<file path="src/rtl/rv_pkg.sv">
// Shared RV32 writeback definitions: data width, load funct3 encodings and
// the load-return record carried through the writeback FIFO.
package rv_pkg;

  localparam int unsigned XLEN = 32;

  localparam logic [2:0] F3_LB  = 3'b000;
  localparam logic [2:0] F3_LH  = 3'b001;
  localparam logic [2:0] F3_LW  = 3'b010;
  localparam logic [2:0] F3_LBU = 3'b100;
  localparam logic [2:0] F3_LHU = 3'b101;

  // Raw load return; extension happens after the FIFO, never before.
  typedef struct packed {
    logic [4:0]      rd;
    logic [XLEN-1:0] data;
    logic [2:0]      funct3;
    logic [1:0]      byte_off;
  } wb_load_t;

endpackage

</file>
<file path="src/rtl/load_extend.sv">
// Load byte/halfword extraction and sign/zero extension (combinational).
// Undefined funct3 encodings are passed through as a full word.
module load_extend
  import rv_pkg::*;
(
  input  logic [XLEN-1:0] data,
  input  logic [2:0]      funct3,
  input  logic [1:0]      byte_off,
  output logic [XLEN-1:0] ext
);

  logic [XLEN-1:0] shifted;

  // Align the addressed byte to bit 0, then extend according to load type.
  always_comb begin
    shifted = data >> {byte_off, 3'b000};
    case (funct3)
      F3_LB:  ext = {{(XLEN-8){shifted[7]}}, shifted[7:0]};
      F3_LBU: ext = {{(XLEN-8){1'b0}}, shifted[7:0]};
      // At off=3 only one byte remains after the shift; extend from its bit 7.
      F3_LH:  ext = (byte_off == 2'd3) ? {{(XLEN-8){shifted[7]}}, shifted[7:0]}
                                       : {{(XLEN-16){shifted[15]}}, shifted[15:0]};
      F3_LHU: ext = {{(XLEN-16){1'b0}}, shifted[15:0]};
      default: ext = data;
    endcase
  end

endmodule

</file>
<file path="src/rtl/wb_arbiter.sv">
// Writeback arbiter: sole driver of the register file write port. Merges ALU
// results and load returns (ALU has priority), queueing losing loads in a FIFO.
// Optional macro WB_X0_FILTER_EN suppresses all writes targeting x0.
// XLEN must match rv_pkg::XLEN since FIFO entries use the package record.
module wb_arbiter
  import rv_pkg::*;
#(
  parameter int unsigned LSU_FIFO_DEPTH = 2,
  parameter int unsigned XLEN           = rv_pkg::XLEN
) (
  input  logic                              clk,
  input  logic                              resetn,
  input  logic                              alu_valid,
  input  logic [4:0]                        alu_rd,
  input  logic [XLEN-1:0]                   alu_data,
  input  logic                              lsu_valid,
  output logic                              lsu_ready,
  input  logic [4:0]                        lsu_rd,
  input  logic [XLEN-1:0]                   lsu_data,
  input  logic [2:0]                        lsu_funct3,
  input  logic [1:0]                        lsu_byte_off,
  output logic                              we3,
  output logic [4:0]                        a3,
  output logic [XLEN-1:0]                   wd3,
  output logic [$clog2(LSU_FIFO_DEPTH):0]   wb_pending
);

  localparam int unsigned PW = $clog2(LSU_FIFO_DEPTH);
  localparam int unsigned CW = PW + 1;

  wb_load_t        mem_q [LSU_FIFO_DEPTH];
  logic [PW-1:0]   rd_ptr_q, wr_ptr_q;
  logic [CW-1:0]   count_q, count_d;
  logic            we3_q, load_out_q;
  logic [4:0]      a3_q;
  logic [XLEN-1:0] wd3_q;

  wb_load_t        incoming, sel_load;
  logic            fifo_empty, accept, alu_x0, lsu_x0;
  logic            alu_win, fifo_win, bypass, push, pop;
  logic [XLEN-1:0] load_ext;

  assign fifo_empty = (count_q == '0);
  // Registered count only, so ready never depends on a same-cycle pop.
  assign lsu_ready  = (count_q != CW'(LSU_FIFO_DEPTH));
  assign accept     = lsu_valid && lsu_ready;

`ifdef WB_X0_FILTER_EN
  assign alu_x0 = (alu_rd == 5'd0);
  assign lsu_x0 = (lsu_rd == 5'd0);
`else
  assign alu_x0 = 1'b0;
  assign lsu_x0 = 1'b0;
`endif

  // Source selection and FIFO push/pop decisions.
  always_comb begin
    incoming.rd       = lsu_rd;
    incoming.data     = lsu_data;
    incoming.funct3   = lsu_funct3;
    incoming.byte_off = lsu_byte_off;
    alu_win  = alu_valid && !alu_x0;
    fifo_win = !alu_win && !fifo_empty;
    bypass   = !alu_win && fifo_empty && accept && !lsu_x0;
    pop      = fifo_win;
    push     = accept && !lsu_x0 && !bypass;
    sel_load = fifo_win ? mem_q[rd_ptr_q] : incoming;
    count_d  = count_q + CW'(push) - CW'(pop);
  end

  load_extend u_load_extend (
    .data     (sel_load.data),
    .funct3   (sel_load.funct3),
    .byte_off (sel_load.byte_off),
    .ext      (load_ext)
  );

  // FIFO storage holds raw entries; contents are don't-care after reset.
  always_ff @(posedge clk) begin
    if (push) mem_q[wr_ptr_q] <= incoming;
  end

  // FIFO pointers and occupancy.
  always_ff @(posedge clk or negedge resetn) begin
    if (!resetn) begin
      rd_ptr_q <= '0;
      wr_ptr_q <= '0;
      count_q  <= '0;
    end else begin
      if (push) wr_ptr_q <= wr_ptr_q + 1'b1;
      if (pop)  rd_ptr_q <= rd_ptr_q + 1'b1;
      count_q <= count_d;
    end
  end

  // Registered write port; address/data hold when no write is issued.
  always_ff @(posedge clk or negedge resetn) begin
    if (!resetn) begin
      we3_q      <= 1'b0;
      a3_q       <= '0;
      wd3_q      <= '0;
      load_out_q <= 1'b0;
    end else if (alu_win) begin
      we3_q      <= 1'b1;
      a3_q       <= alu_rd;
      wd3_q      <= alu_data;
      load_out_q <= 1'b0;
    end else if (fifo_win || bypass) begin
      we3_q      <= 1'b1;
      a3_q       <= sel_load.rd;
      wd3_q      <= load_ext;
      load_out_q <= 1'b1;
    end else begin
      we3_q      <= 1'b0;
      load_out_q <= 1'b0;
    end
  end

  assign we3        = we3_q;
  assign a3         = a3_q;
  assign wd3        = wd3_q;
  assign wb_pending = count_q + CW'(load_out_q);

endmodule

</file>
<file path="config.mk">
export PLATFORM = sky130hd
export DESIGN_NAME = wb_arbiter
export DESIGN_NICKNAME = d
export VERILOG_FILES = /design/src/rtl/rv_pkg.sv /design/src/rtl/load_extend.sv /design/src/rtl/wb_arbiter.sv
export SDC_FILE = /design/constraint.sdc
export NUM_CORES = 1
export LEC_CHECK = 0
export CORE_ASPECT_RATIO = 1.75
export CORE_MARGIN = 8
export CORE_UTILIZATION = 45
export CTS_CLUSTER_DIAMETER = 60
export DETAILED_ROUTE_END_ITERATION = 8
export HOLD_SLACK_MARGIN = 0.03
export MAX_ROUTING_LAYER = met4
export PLACE_DENSITY = 0.82
export RECOVER_POWER = 25
export SLEW_MARGIN = 20
export SYNTH_ARGS = -nofsm -noshare
export SYNTH_HDL_FRONTEND = slang
export SYNTH_SLANG_ARGS = --single-unit
</file>
<file path="constraint.sdc">
create_clock -name clk -period 3.3 [get_ports clk]
set_input_delay 0.66 -clock clk [delete_from_list [all_inputs] [get_ports clk]]
set_output_delay 0.66 -clock clk [all_outputs]
set_load 0.005 [all_outputs]
</file>
# Word-level counts from Yosys, hierarchy flattened
# Memories as Yosys holds them, arrays and structs flattened.
# Cells that the tools add are included.
# Widths: inputs -> output; s select.
[word_totals]
ff_bits = 43
mem_bits_rw = 84
inputBits = 83
out_inout_bits = 41
word_cells = 43
mem_count = 1
[mem_list]
columns = ["memory", "words", "word_bits", "rd", "rd_ports_with_merged_regs", "write_ports", "line_no", "source"]
rows = [
  ["mem_q", 2, 42, 1, 0, 1, "wb_arbiter.sv:31", "wb_load_t mem_q [LSU_FIFO_DEPTH];"],
]
[op_classes]
addsub = 5
eq_ne = 5
n_shift = 1
muxes = 12
reduce_logical = 12
[op_table]
columns = ["op", "n"]
rows = [
  ["$pmux 32 s4", 1],
  ["$mux 32", 3],
  ["$mux 42", 1],
  ["$shr 32x5->16", 1],
  ["$mux 5", 2],
  ["$eq 3x3->1 const B", 2],
  ["$logic_and 1x1->1", 5],
  ["$mux 1", 5],
  ["$add 2x1->2", 2],
  ["$eq 3x1->1 const B", 1],
  ["$logic_not 1->1", 3],
  ["$logic_not 3->1", 1],
  ["$add 1x1->1 const B", 2],
  ["$eq 2x2->1 const B", 1],
  ["$logic_not 2->1", 1],
  ["$ne 2x2->1 const B", 1],
  ["$reduce_bool 2->1", 1],
  ["$sub 2x1->2", 1],
  ["$logic_or 1x1->1", 1],
]

# Longest topological paths before layout
# Gate-level depths: netlist of the first run.
[logic_depth]
ltp_word = 9
depth_mapped = 12
ltp_nobuf = 7

# Modules after synthesis
# From an unflattened synthesis of the first run, not the netlist that was laid out.
[hier_totals]
cells_unflattened = 520
area_unflattened_um2 = 6185.9
[modules_own_cells]
columns = ["mod", "n_inst", "cells_each", "area_per_inst_um2", "seq_area_each_um2"]
rows = [
  ["wb_arbiter", 1, 402, 5410.2, 3598.5],
  ["load_extend", 1, 118, 775.7, 0.0],
]

# Worst setup path after synthesis of the first run
# OpenSTA, ideal clock, no wires.
[synth_path]
path_type = "in2reg"
from = "in lsu_valid"
to = "mem mem_q[0][0] (netlist name) (enable)"
setup_ps = 442
t_arrival_ps = 3049
setup_slack_ps = -190
cell_stages = 3
path_buffers = 1
cell_sequence = "clkbuf_1 o21ai_0 nor2_1"
[synth_between]
elab_chain_cells = 6
[synth_lines]
columns = ["element", "line_no", "source"]
rows = [
  ["start: declaration", "wb_arbiter.sv:16", "input logic lsu_valid,"],
  ["$logic_and 1x1->1 *", "wb_arbiter.sv:46", "assign accept = lsu_valid && lsu_ready;"],
  ["$logic_and 1x1->1", "wb_arbiter.sv:64", "bypass = !alu_win && fifo_empty && accept && !lsu_x0;"],
  ["$logic_not 1->1", "wb_arbiter.sv:66", "push = accept && !lsu_x0 && !bypass;"],
  ["$logic_and 1x1->1 *", "wb_arbiter.sv:66", ""],
  ["$mux 1 *", "wb_arbiter.sv:80", "if (push) mem_q[wr_ptr_q] <= incoming;"],
  ["$mux 1 (not written as such) *", "wb_arbiter.sv:80", ""],
  ["end: declaration", "wb_arbiter.sv:31", ""],
]
# Mark *: on every way between the ends. The rest lies on a longest branch, timed or not.

# Final worst setup path of the first run
[layout_path]
from = "reg rd_ptr_q"
to = "reg wd3_q[15], in the netlist wd3[15]"
[layout_between]
elab_chain_cells = 7
[layout_lines]
columns = ["element", "line_no", "source"]
rows = [
  ["start: declaration", "wb_arbiter.sv:32", "logic [PW-1:0] rd_ptr_q, wr_ptr_q;"],
  ["start signal: assignment", "wb_arbiter.sv:91", "if (pop) rd_ptr_q <= rd_ptr_q + 1'b1;"],
  ["$mem_v2 2x42 *", "n/a", ""],
  ["$mux 42 *", "wb_arbiter.sv:67", "sel_load = fifo_win ? mem_q[rd_ptr_q] : incoming;"],
  ["$shr 32x5->16 / $eq 2x2->1 (equally long branches)", "load_extend.sv:16, load_extend.sv:21", ""],
  ["$mux 32", "load_extend.sv:21", "F3_LH: ext = (byte_off == 2'd3) ? {{(XLEN-8){shifted[7]}}, shifted[7:0]}"],
  ["$pmux 32 s4 *", "load_extend.sv:17", "case (funct3)"],
  ["$mux 32 *", "wb_arbiter.sv:108", "end else if (fifo_win || bypass) begin"],
  ["$mux 32 *", "wb_arbiter.sv:103", "end else if (alu_win) begin"],
  ["end signal: assignment", "wb_arbiter.sv:106", "wd3_q <= alu_data;"],
  ["end signal: assignment", "wb_arbiter.sv:111", "wd3_q <= load_ext;"],
  ["end: declaration", "wb_arbiter.sv:36", "logic [XLEN-1:0] wd3_q;"],
]
# Mark *: on every way between the ends. The rest lies on a longest branch, timed or not. The select of a mux whose other input is x is not followed.
# A chain may end at the register's enable or synchronous reset.

==> out/metrics.yaml, run 1 <==
timing:
  finalHoldViolations: 0
  relSlewSlack_pct: -12.4
  fin_crit_ns: 2.86
  worst_pin_slew_ns: 1.69
  fin_worst_skew_ns: 0.00694
  fmax_mhz: 350
  maxSlewViolCount: 31
  fin_crit_sh_pct: 86.6
  setup_viol: 0
  rsz0062_at_grt: "false"
clock_network:
  cts_hold_buf: 0
  cts-htree-levels: 4
  root_buffer: "clkbuf_16"
  cts_setup_buffers: 0
  clkSinkCount: 127
  cts_buffers: 17
  cts_tree: "built"
  clock_latency_ns: 0.42
  clk_pin_slew_worst_paths_ns: 0.06
  ctsResizeCount: 0
  clockBufferDepth: 2
critical_path:
  required_ns: 3.55
  arrival_ns: 3.11
  critical_path_class: "reg2reg"
  crit_path_end_kind: "flop"
  critPathMaxFanout: 19
  setup.worst_path.start_class: "flop"
place:
  portBuffers: 123
  dpl-instance-area_um2: 7850
  place_congestion: 0.955
  dpl.hpwl_um: 13700
floorplan:
  initial_core_util_pct: 45.9
  dieArea_um2: 18300
  ioPinCount: 124
  design.core.area_um2: 13800
  die_w_um: 106
  dieHeight_um: 173
  num_rows: 57
final_layout:
  area_delta_synth_final_pct: 32.2
  finish.instance_area_um2: 8390
  drive_above_1_share_pct: 15.6
  nets: 791
  n_antenna_cell: 0
power:
  power.density_nw_per_um2: 796
  max-vdd-ir-drop_v: 0.000386
  power_uw: 6680
  leakagePower_uw: 0.00313
route:
  drc_errors: 0
  dr.pass1.iters: 5
  post_drt_via_cell_ratio: 5.68
  finalWirelength_um: 18600
  vias: 5086
  antenna_left: 0
  wl_per_cell_um: 20.7
  drt_iter0_drc: 399
yosys:
  synth_edf_count: 84
  synth_nets: 660
  syn_area_um2: 6350
  synth_top_area_cell: "edfxtp_1"
  synth_top_area_share_pct: 39.7
  yosys-top-cells-area: "edfxtp_1, dfrtp_1, mux2_2"
  synth-seq-cells: 127
  synthFlopType: "edfxtp_1"
  syn_inst: 574
  async_flop_share_pct: 33.9
  yosysSeqAreaShare_pct: 56.7
  postSynthAreaPerCell_um2: 11.1
  synthTopCellsByCount: "edfxtp_1, nor2_1, nand2_1"
  yosys_warnings: 0
  yosys.cell_count.top_type: "edfxtp_1"
  yosys.cell_types.count: 53
grt:
  grt_max_degree: 79
  first_global_vias: 5298
  grt_pass1_wl_um: 28900
  track_usage_pct: 21.0
  antenna_found_initial: 0
  gr-total-overflow: 0
status:
  outcome: "complete, but fails checks"
  violations: "capacitance limit, slew limit"
flow_run:
  cap_viol_max_count: 1
min_path:
  hp-class: "in2async"
[metal layers]
layer  vias to the layer above  global-route usage (%)  share of wire [%]
li1                       2373                       -                  -
met1                      2436                    22.4                 37
met2                       213                    35.0                 53
met3                        64                    3.65                4.8
met4                         0                    13.5                5.3
met5                         -                       -                  0
[layout make-up]
cell class                      count  area [um2]
Clock inverter                     15         111
Timing Repair Buffer              148        1440
Inverter                            8        30.0
Fill cell                        1129        5450
Clock buffer                       17         425
Multi-Input combinational cell    403        2560
Sequential cell                   127        3600
Tap cell                          177         221
[cells by family after synthesis]
kind of cell / Yosys count / synth area share [%]
compound gates: 150 / 14.7
xor+xnor: 5 / 0.690
fa+ha+maj: 3 / 0.592
buf+inv: 44 / 3.29
flops: 127 / 56.7
mux: 72 / 12.4
simple gates: 173 / 11.7
[stage by stage]
stage / setup TNS (ns) / cells / hold WS [ns] / utilization [%] / setup slack (ns)
after floorplan: -16.00 / 574 / 0.364 / - / -0.190
after global placement: 0 / 862 / 0.532 / 56.7 / 0.278
after detailed placement: 0 / 862 / 0.560 / 56.7 / 0.279
after CTS: 0 / 894 / 0.434 / 60.6 / 0.446
after global routing: 0 / 895 / 0.322 / 60.6 / 0.280
final: 0 / 895 / 0.281 / 60.6 / 0.442
[power breakdown]
part	total [uW]	switching, uW	internal [uW]
combinational	2610	1390	1220
clock	1690	721	965
sequential	2380	246	2140
[critical path, cell delays in order, from the launching register on]
cell,delay (ns)
dfrtp_2,0.68
buf_4,0.26
mux2_2,0.41
nor2_1,0.14
a2bb2oi_1,0.40
nor4_2,0.16
nor3_4,0.48
a221oi_1,0.15
[flip-flops by register name, summed over array words and instances (netlist names)]
| signal | flops |
|---|---|
| load_out_q | 1 |
| count_q | 2 |
| wr_ptr_q | 1 |
| mem_q | 84 |
| a3 | 5 |
| wd3 | 32 |
| we3 | 1 |
| rd_ptr_q | 1 |
[worst paths after layout]
kind | from | cells after the start | slack, ns | end
min in group clk | wr_ptr_q | 1 | 0.57 | wr_ptr_q
hold / removal | resetn | 1 | 0.28 | a3[1]
hold reg to reg | wr_ptr_q | 1 | 0.57 | wr_ptr_q
setup / recovery | rd_ptr_q | 7 | 0.44 | wd3[15]
setup reg to reg | rd_ptr_q | 7 | 0.44 | wd3[15]
max in group asynchronous | resetn | 2 | 0.89 | rd_ptr_q
[placed cells by master (no fill, tap or decap), types with 2 or more instances in the layout]
cell type and instances:
clkdlybuf4s50_1 106, edfxtp_1 84, nor2_1 73, nand2_1 64
a21oi_1 53, o21ai_0 42, dfrtp_1 42, mux2_2 35
mux2i_1 34, buf_4 21, clkbuf_16 17, dlygate4sd3_1 15
a211oi_1 7, inv_1 6, nand2b_1 6, or2_2 6
nor3_1 6, a221o_1 6, nand3_1 5, a22oi_1 5
o221ai_1 5, o21ai_1 5, inv_6 5, xnor2_1 4
a31oi_1 4, o31ai_1 4, clkinv_2 4, clkinvlp_4 4
nor2b_1 3, a221oi_1 3, o211ai_1 3, ha_1 3
buf_12 3, nor2_4 2, o22ai_1 2, o32ai_1 2
clkinv_4 2, clkbuf_1 2
Power figures use the tool's default switching activity.
==> inputs of run 2 (changes only) <==
Settings changed: CTS_CLUSTER_DIAMETER 60 to not set.
==> results of run 2 <==
The final DEF is identical to that of run 1; final timing and power are the same.
